## src/rtl/spi_fifo_tx.sv

```systemverilog
// rtl/spi_fifo_tx.sv - SPI mode-0 MSB-first transmitter draining a byte FIFO (option: SPI_FIFO_TX_BURST_EN)
module spi_fifo_tx #(
    parameter int CLK_DIV = 4
) (
    input  logic       clk,
    input  logic       rst,
    input  logic       enable,
    input  logic [7:0] buf_out,
    input  logic       buf_empty,
    output logic       rd_en,
    output logic       sclk,
    output logic       mosi,
    output logic       cs_n,
    output logic       busy,
    output logic       byte_done
);

    localparam int DIV_W = (CLK_DIV > 1) ? $clog2(CLK_DIV) : 1;
    localparam logic [DIV_W-1:0] DIV_LAST = DIV_W'(CLK_DIV - 1);

    typedef enum logic [2:0] {
        S_IDLE,
        S_FETCH,
        S_LOAD,
        S_SHIFT,
        S_HOLD,
        S_GAP
    } state_t;

    state_t           state_q, state_d;
    logic [DIV_W-1:0] div_q, div_d;
    logic [2:0]       bit_q, bit_d;
    logic [6:0]       sh_q, sh_d;
    logic             sclk_q, sclk_d;
    logic             mosi_q, mosi_d;
    logic             cs_n_q, cs_n_d;
    logic             done_q, done_d;

    logic div_tc;
    logic last_fall;

    assign div_tc    = (div_q == DIV_LAST);
    assign last_fall = (state_q == S_SHIFT) && div_tc && sclk_q && (bit_q == 3'd7);

    always_ff @(posedge clk) begin
        if (rst) begin
            state_q <= S_IDLE;
            div_q   <= '0;
            bit_q   <= '0;
            sh_q    <= '0;
            sclk_q  <= 1'b0;
            mosi_q  <= 1'b0;
            cs_n_q  <= 1'b1;
            done_q  <= 1'b0;
        end else begin
            state_q <= state_d;
            div_q   <= div_d;
            bit_q   <= bit_d;
            sh_q    <= sh_d;
            sclk_q  <= sclk_d;
            mosi_q  <= mosi_d;
            cs_n_q  <= cs_n_d;
            done_q  <= done_d;
        end
    end

    always_comb begin
        state_d = state_q;
        case (state_q)
            S_IDLE:  if (enable && !buf_empty) state_d = S_FETCH;
            S_FETCH: state_d = S_LOAD;
            S_LOAD:  state_d = S_SHIFT;
            S_SHIFT: begin
                if (last_fall) begin
`ifdef SPI_FIFO_TX_BURST_EN
                    // Chain straight into the next fetch so cs_n never rises mid-burst.
                    state_d = (enable && !buf_empty) ? S_FETCH : S_HOLD;
`else
                    state_d = S_HOLD;
`endif
                end
            end
            S_HOLD:  if (div_tc) state_d = S_GAP;
            S_GAP:   if (div_tc) state_d = S_IDLE;
            default: state_d = S_IDLE;
        endcase
    end

    always_comb begin
        div_d  = '0;
        bit_d  = bit_q;
        sh_d   = sh_q;
        sclk_d = sclk_q;
        mosi_d = mosi_q;
        cs_n_d = cs_n_q;
        done_d = 1'b0;
        case (state_q)
            S_LOAD: begin
                sh_d   = buf_out[6:0];
                mosi_d = buf_out[7];
                cs_n_d = 1'b0;
                bit_d  = '0;
            end
            S_SHIFT: begin
                if (div_tc) begin
                    sclk_d = !sclk_q;
                    if (sclk_q) begin
                        // Falling edge: advance to the next bit, or finish the byte holding the last one.
                        if (bit_q == 3'd7) begin
                            bit_d  = '0;
                            done_d = 1'b1;
                        end else begin
                            bit_d  = bit_q + 3'd1;
                            mosi_d = sh_q[6];
                            sh_d   = {sh_q[5:0], 1'b0};
                        end
                    end
                end else begin
                    div_d = div_q + DIV_W'(1);
                end
            end
            S_HOLD: begin
                if (div_tc) cs_n_d = 1'b1;
                else        div_d  = div_q + DIV_W'(1);
            end
            S_GAP: begin
                if (!div_tc) div_d = div_q + DIV_W'(1);
            end
            default: ;
        endcase
    end

    always_comb begin
        rd_en     = (state_q == S_FETCH);
        busy      = (state_q != S_IDLE);
        sclk      = sclk_q;
        mosi      = mosi_q;
        cs_n      = cs_n_q;
        byte_done = done_q;
    end

endmodule

```

## config.mk

```make
export PLATFORM = sky130hd
export DESIGN_NAME = spi_fifo_tx
export DESIGN_NICKNAME = d
export VERILOG_FILES = /design/src/rtl/spi_fifo_tx.sv
export SDC_FILE = /design/constraint.sdc
export NUM_CORES = 1
export LEC_CHECK = 0
export BUFFER_PORTS_ARGS = -buffer_cell sky130_fd_sc_hd__buf_2
export CAP_MARGIN = 20
export CORE_ASPECT_RATIO = 1.2
export CORE_MARGIN = 5
export CORE_UTILIZATION = 55
export CTS_BUF_LIST = sky130_fd_sc_hd__clkbuf_2 sky130_fd_sc_hd__clkbuf_4 sky130_fd_sc_hd__clkbuf_8
export DETAILED_ROUTE_END_ITERATION = 6
export PLACE_DENSITY = 0.78
export SYNTH_ARGS = -nofsm -noshare
export SYNTH_HDL_FRONTEND = slang
export SYNTH_SLANG_ARGS = --single-unit
```

## constraint.sdc

```tcl
create_clock -name clk -period 3.9 [get_ports clk]
set_input_delay 0.39 -clock clk [delete_from_list [all_inputs] [get_ports clk]]
set_output_delay 0.39 -clock clk [all_outputs]
set_load 0.02 [all_outputs]
```

==> After elaboration in Yosys (flattened, before gate mapping) <==
Cells that the tools add are included.
W data, S select, Z words.
{ "op_classes": {"addsub": 2, "n_eq_ne": 14, "n_mux": 20, "n_bitwise": 4, "n_reduce_logical": 18} }
{ "ops": {"columns": ["op", "n"], "rows": [
  ["$mux W3", 7],
  ["$mux W7", 3],
  ["$pmux W3 S6", 1],
  ["$ne A2 B2 Y1 const B", 7],
  ["$pmux W7 S2", 1],
  ["$eq A3 B3 Y1 const B", 3],
  ["$reduce_and A4 Y1", 2],
  ["$eq A3 B2 Y1 const B", 2],
  ["$pmux W3 S2", 1],
  ["$reduce_or A3 Y1", 2],
  ["$mux W1", 5],
  ["$logic_and A1 B1 Y1", 4],
  ["$not A1 Y1", 4],
  ["$pmux W1 S2", 2],
  ["$reduce_and A2 Y1", 2],
  ["$reduce_bool A2 Y1", 2],
  ["$reduce_or A4 Y1", 1],
  ["$add A3 B1 Y3 const B", 1],
  ["$eq A3 B1 Y1 const B", 1],
  ["$logic_not A3 Y1", 1],
  ["$reduce_and A3 Y1", 1],
  ["$reduce_bool A3 Y1", 1],
  ["$add A2 B1 Y2 const B", 1],
  ["$eq A2 B2 Y1 const B", 1],
  ["$logic_not A1 Y1", 2]
]} }
{ "word_totals": {"regBits": 19, "out_inout_bits": 6} }

==> Depth between registers and ports, before layout <==
Gate-level depths: netlist of run 1.
{ "logic_depth": {"ltp_word": 6, "mapped_depth": 7, "mapped_depth_nobuf": 6} }

==> Least setup slack after synthesis of run 1 <==
No wires, ideal clock.
{ "synth_timing": {"path_type": "register -> output", "startpoint": "register state_q[0]", "endpoint": "output port rd_en", "arrival_time_ns": 1.161, "required_ns": 3.510, "path_slack_ns": 2.349, "stages_incl_launch_ff": 5, "n_path_buf": 2, "path_cell_list": "dfxtp_1 buf_4 inv_1 buf_4 nor3_1"} }
{ "synth_via": {"elab_chain_cells": 1} }
{ "synth_rtl": {"columns": ["item", "line", "rtl"], "rows": [
  ["from (decl)", "30", "state_t state_q, state_d;"],
  ["from (signal assigned)", "56", "state_q <= state_d;"],
  ["$eq A3 B1 Y1", "134", "rd_en = (state_q == S_FETCH);"],
  ["to (decl)", "10", "output logic rd_en,"]
]} }
Every way passes these cells.

==> Worst setup path after layout of run 1 <==
Same ends and word-level chain as after synthesis.

==> out/summary.txt, run 1 <==
Clock power share -> 23.3%
Fmax -> 516.0 MHz
Clk root buf -> clkbuf_4
Total core area -> 0.001787 mm2
Crit path DAT -> 1.55 ns
R2r endpoint -> sh_q[0]
Total CTS buffers -> 3
Cell Count, Final, Fillers Out -> 147
Crit-path max FO -> 12
Worst-path clk slew -> 0.10 ns
Via count -> 857
Synthesized area -> 0.001002 mm2
Post-CTS Resized -> 0
Sequential group share of total power -> 51.5%
Synth async-reset ratio -> 0%
DRC -> 0
Initial antenna violation count -> 0
Congestion Overflow GR -> 0
Syn Nets -> 131
PwrDens -> 428.4 mW/mm2
Row Count -> 17
Inserted Diodes -> 0
R2R depth -> 6
Top_reg_cell synth -> dfxtp_1
Register bit total from synthesis -> 19
Synth Area per Inst -> 8.640 um2
Largest area contributor in the netlist -> dfxtp_1
FF-to-FF Start -> bit_q[0]
Tmin final -> 1.938 ns
Setup violations, final -> 0
Slew Viols, Final -> 0
Warnings, synthesis -> 0
Die height -> 56.76 um
Nets -> 144
Initial Util -> 56.09%
Post-CTS setup buffer count -> 0
Vias in the first global route -> 847
Final core occ -> 59.80%
Largest net degree at the start of global routing -> 21
FF+latch area -> 380.4 um2
Tightest Pin Transition -> 0.3996 ns
Hold Path Class -> in2reg
Power Internal -> 308.0 uW
Drt first pass iters -> 4
CP endpoint kind -> primary output
Vias per cell -> 5.830
P_leak -> 0.4232 nW
CP Capture Point -> rd_en
Relative max-transition margin -> 73.30%
CTS tree -> done
Inst Count DP -> 143
Post-synthesis sequential area ratio -> 37.95%
1st-iter DRT viols -> 21
Psw -> 149.8 uW
Number of enable flip-flop cells after synthesis -> 0
Top cell type's share of synthesized area -> 37.95%
Top cells by count, synth -> 19 x dfxtp_1, 19 x nand2_1, 14 x a31oi_1
Crit Path Class -> reg2out
Setup TNS -> 0 ns
# Max-Cap Violations -> 0
Mapped Cells -> 116
Clock sinks -> 19
Total GRT Usage -> 15.99%
Area of the multi-input gates -> 534.3 um2
RSZ-0062 raised after global routing -> false
Width of the die -> 48.97 um
First-pass GRT wire length -> 3574 um
# IOs -> 18
Cts hold-fix bufs -> 0
Synth-to-Final Area Change -> 6.616%
Required @ worst endpoint -> 3.51 ns
Startpoint types -> flip-flop
H-tree depth -> 1
Comb pwr share -> 25.2%
WL/cell -> 12.95 um
Sw Share -> 32.71%
Period utilisation layout -> 49.69%
# fillers -> 168
Routability cong. -> 0.8167
Worst skew pair latency -> 0.30 ns
Flop-to-flop setup slack -> 2.30 ns
Synth area leaders -> dfxtp_1 38%, a31oi_1 8.7%, nand2_1 7.1%
I/O Buffers -> 17
Drt total wl -> 1904 um
Setup Skew -> 0.001463 ns
Layout cells sized above 1 -> 23.44%
CTS Buffer Depth -> 2
Worst vdd ir -> 0.0003888 V
Status -> completed
Cell variety after synth -> 38
HPWL Detailed -> 1388 um
Fin. Hold Viols -> 0
Critical Path Start -> state_q[0]
Post-route ant nets -> 0
Die area -> 0.002779 mm2
-- flip-flops by register name (all words and copies together), names as in the netlist --
name,count
sh_q,7
state_q,3
sclk,1
mosi,1
byte_done,1
div_q,2
bit_q,3
cs_n,1
-- worst min path at each step --
stage,start,endpoint,cells after the start
2_1_floorplan,div_q[0],div_q[0],1
3_3_place_gp,div_q[0],div_q[0],1
3_5_place_dp,div_q[0],div_q[0],1
4_1_cts,buf_out[0],sh_q[0],3
5_1_grt,buf_out[0],sh_q[0],3
6_report,buf_out[0],sh_q[0],3
-- per-stage QoR --
step	power, mW	instance area, um2	hold WS, ns	setup slack, ns
3_5_place_dp	0.3562	1039	0.4477	2.265
5_1_grt	0.4896	1069	0.3810	1.752
6_report	0.4578	1069	0.3505	1.962
2_1_floorplan	0.3468	1002	0.4129	2.349
4_1_cts	0.4624	1069	0.3404	1.927
3_3_place_gp	0.3528	1039	0.4249	2.321
-- power groups by stage --
| stage | Combinational [mW] | Clock, mW | Sequential [mW] |
|---|---|---|---|
| 2_1_floorplan | 0.120 | 0 | 0.227 |
| 3_3_place_gp | 0.114 | 0 | 0.239 |
| 3_5_place_dp | 0.116 | 0 | 0.240 |
| 4_1_cts | 0.116 | 0.110 | 0.236 |
| 5_1_grt | 0.131 | 0.119 | 0.240 |
| 6_report | 0.115 | 0.107 | 0.236 |
-- area by class of cell --
type / count / share of cell area, %
Multi-Input combinational cell: 84 / 50.00
Sequential cell: 19 / 35.60
Timing Repair Buffer: 17 / 7.963
Clock buffer: 4 / 2.810
Tap cell: 19 / 2.225
Inverter: 4 / 1.405
-- worst max-delay path: stages (launching register included) --
cell and delay (ns):
dfxtp_1 0.56, inv_1 0.28, nor3_1 0.23, buf_2 0.19
-- placed cells by master (no fill, tap or decap), types with 2 or more instances in the layout --
cell type   n
o21ai_0     2
nand4_1     2
a31oi_1    14
nand2_1    19
nor2b_1     7
dfxtp_1    19
buf_2      17
clkbuf_4    4
ha_1        3
nor3_1      3
inv_1       4
a21oi_1     4
a2111oi_0   2
nor2_1      7
-- cell families after synthesis --
group,synth area share [%]
AO/OA/AOI/OAI,18.98
buffers and inverters,8.738
flip-flops,37.95
multiplexers,0.9988
AND/OR/NAND/NOR,28.72
adder cells (fa/ha/maj),3.746
XOR/XNOR,0.8741
-- layer usage --
metal	vias to the layer above	part of all wire (%)	GRT usage (%)
met5	-	0	0
met4	0	2.5	9.615
met3	4	4.1	3.448
met2	19	50	26.12
met1	397	43	18.77
li1	437	-	-
Power figures use the tool's default switching activity.
==> run 2: changes to the inputs <==
Clock period 3.9 ns to 1.9 ns, I/O delays scaled along.
==> run 2 against run 1 <==
  * Non-clock buffer count rose by 1
  * Clock power rose by 100%
  * Clock skew rose by 0.0029 ns
  * Cell area rose by 0.70%
  * Die area did not move
  * Worst setup slack got worse by 1.8 ns
  * Critical endpoint unchanged
  * Largest cell class unchanged
  * Largest power group unchanged
==> out/summary.txt, run 2 (synthesis gave the netlist of run 1 again) <==
Met2 Track Usage GR -> 27.80% (was 26.12%)
Period utilisation layout -> 94.08%
DRC -> 0 (unchanged)
Most frequent cells in the layout -> 19 x nand2_1, 19 x dfxtp_1, 17 x buf_2 (unchanged)
Crit-path max FO -> 12 (unchanged)
Crit path DAT -> 1.60 ns (was 1.55 ns)
Slew Viols, Final -> 0 (unchanged)
# IOs -> 18 (unchanged)
Post-CTS setup buffer count -> 0 (unchanged)
1st-iter DRT viols -> 14 (was 21)
Flop-to-flop setup slack -> 0.34 ns (was 2.30 ns)
Setup TNS -> 0 ns (unchanged)
Comb pwr share -> 25.4% (was 25.2%)
HPWL Detailed -> 1422 um (was 1388 um)
Fmax -> 559.4 MHz
Tmin final -> 1.788 ns
WL/cell -> 13.31 um (was 12.95 um)
# Max-Cap Violations -> 0 (unchanged)
Largest registers -> sh_q: 7 flops, bit_q: 3 flops, state_q: 3 flops (unchanged)
Setup violations, final -> 0 (unchanged)
Total Power -> 944.5 uW (was 457.8 uW)
Reg with most FFs -> sh_q (unchanged)
Row Count -> 17 (unchanged)
Via count -> 830 (was 857)
Psw -> 308.0 uW (was 149.8 uW)
Power Internal -> 636.4 uW (was 308.0 uW)
Sequential group share of total power -> 51.7% (was 51.5%)
First-pass GRT wire length -> 3415 um (was 3574 um)
CTS Buffer Depth -> 2 (unchanged)
Hold Path Class -> in2reg (unchanged)
Busiest grt layer -> met2 (unchanged)
Status -> completed (unchanged)
Layout cells sized above 1 -> 24.03% (was 23.44%)
Initial Util -> 56.09% (unchanged)
Inserted Diodes -> 0 (unchanged)
Clock sinks -> 19 (unchanged)
Worst-path clk slew -> 0.10 ns (about the same)
P_leak -> 0.4286 nW (was 0.4232 nW)
Vias in the first global route -> 827 (was 847)
Largest net degree at the start of global routing -> 20 (was 21)
Width of the die -> 48.97 um (unchanged)
Post-route ant nets -> 0 (unchanged)
Met3 Use GR -> 2.653% (was 3.448%)
Total core area -> 0.001787 mm2 (unchanged)
Initial antenna violation count -> 0 (unchanged)
Worst vdd ir -> 0.0004904 V (was 0.0003888 V)
RSZ-0062 raised after global routing -> false (unchanged)
Drt first pass iters -> 4 (unchanged)
Synth-to-Final Area Change -> 7.366% (was 6.616%)
I/O Buffers -> 17 (unchanged)
Sw Share -> 32.61% (was 32.71%)
Required @ worst endpoint -> 1.71 ns (was 3.51 ns)
CP endpoint kind -> primary output (unchanged)
H-tree depth -> 1 (unchanged)
Met1 usage -> 16.67% (was 18.77%)
Die area -> 0.002779 mm2 (unchanged)
Setup Skew -> 0.004365 ns (was 0.001463 ns)
Cts hold-fix bufs -> 0 (unchanged)
CTS tree -> done (unchanged)
Post-CTS Resized -> 0 (unchanged)
Total GRT Usage -> 15.44% (was 15.99%)
Routability cong. -> 0.7706 (was 0.8167)
Congestion Overflow GR -> 0 (unchanged)
Relative max-transition margin -> 71.81% (was 73.30%)
Fin. Hold Viols -> 0 (unchanged)
Tightest Pin Transition -> 0.4223 ns (was 0.3996 ns)
Crit Path Class -> reg2out (unchanged)
Max reg flops -> 7 (unchanged)
Worst skew pair latency -> 0.30 ns (about the same)
PwrDens -> 877.7 mW/mm2 (was 428.4 mW/mm2)
Vias per cell -> 5.608 (was 5.830)
Clk root buf -> clkbuf_4 (unchanged)
Die height -> 56.76 um (unchanged)
Drt total wl -> 1970 um (was 1904 um)
Startpoint types -> flip-flop (unchanged)
Clock power share -> 22.9% (was 23.3%)
Nets -> 145 (was 144)
Total CTS buffers -> 3 (unchanged)
run 2: cell types whose count changed in the layout (fill, tap and decap cells not counted):
cell / previous run / this run
buf_4: 0 / 1
run 2: per-stage QoR:
stage	std cells	area, um2	util [%]	setup slack [ns]	hold slack [ns]
after detailed placement	144	1046	58.54	0.3377	0.4313
after global placement	144	1046	58.54	0.3761	0.4253
after CTS	148	1076	60.22	0.1088	0.1535
after global routing	148	1076	60.22	0.02209	0.1612
final	148	1076	60.22	0.1125	0.1587
after floorplan	116	1002	-	0.3823	0.3500
run 2: critical path: stages (launching register included):
cell and delay [ns]:
dfxtp_1 0.59, inv_1 0.30, nor3_1 0.22, buf_2 0.19
run 2: path summary, 6_finish.rpt:
check | endpoint | cells after the start | start
worst max-delay path | rd_en | 3 | state_q[0]
worst min-delay path | sh_q[0] | 3 | buf_out[0]
worst max register to register | sh_q[0] | 6 | bit_q[0]
worst min register to register | div_q[0] | 1 | div_q[0]
run 2: final cells by class:
cell class	instances	area, um2
Sequential cell	19	380.4
Clock buffer	4	30.03
Fill cell	158	710.7
Inverter	4	15.01
Timing Repair Buffer	18	92.59
Tap cell	19	23.77
Multi-Input combinational cell	84	534.3
run 2: layer usage:
metal	share of wire, %	vias to the layer above
met1	43	378
met2	50	14
li1	-	432
met3	4.2	6
met4	2.1	0
met5	0	-
run 2: power groups by stage:
stage          clock network (mW)  logic, mW  registers (mW)
3_3_place_gp                    0      0.235           0.494
2_1_floorplan                   0      0.247           0.465
6_report                    0.216      0.240           0.488
4_1_cts                     0.221      0.244           0.486
3_5_place_dp                    0      0.243           0.495
5_1_grt                     0.240      0.267           0.494
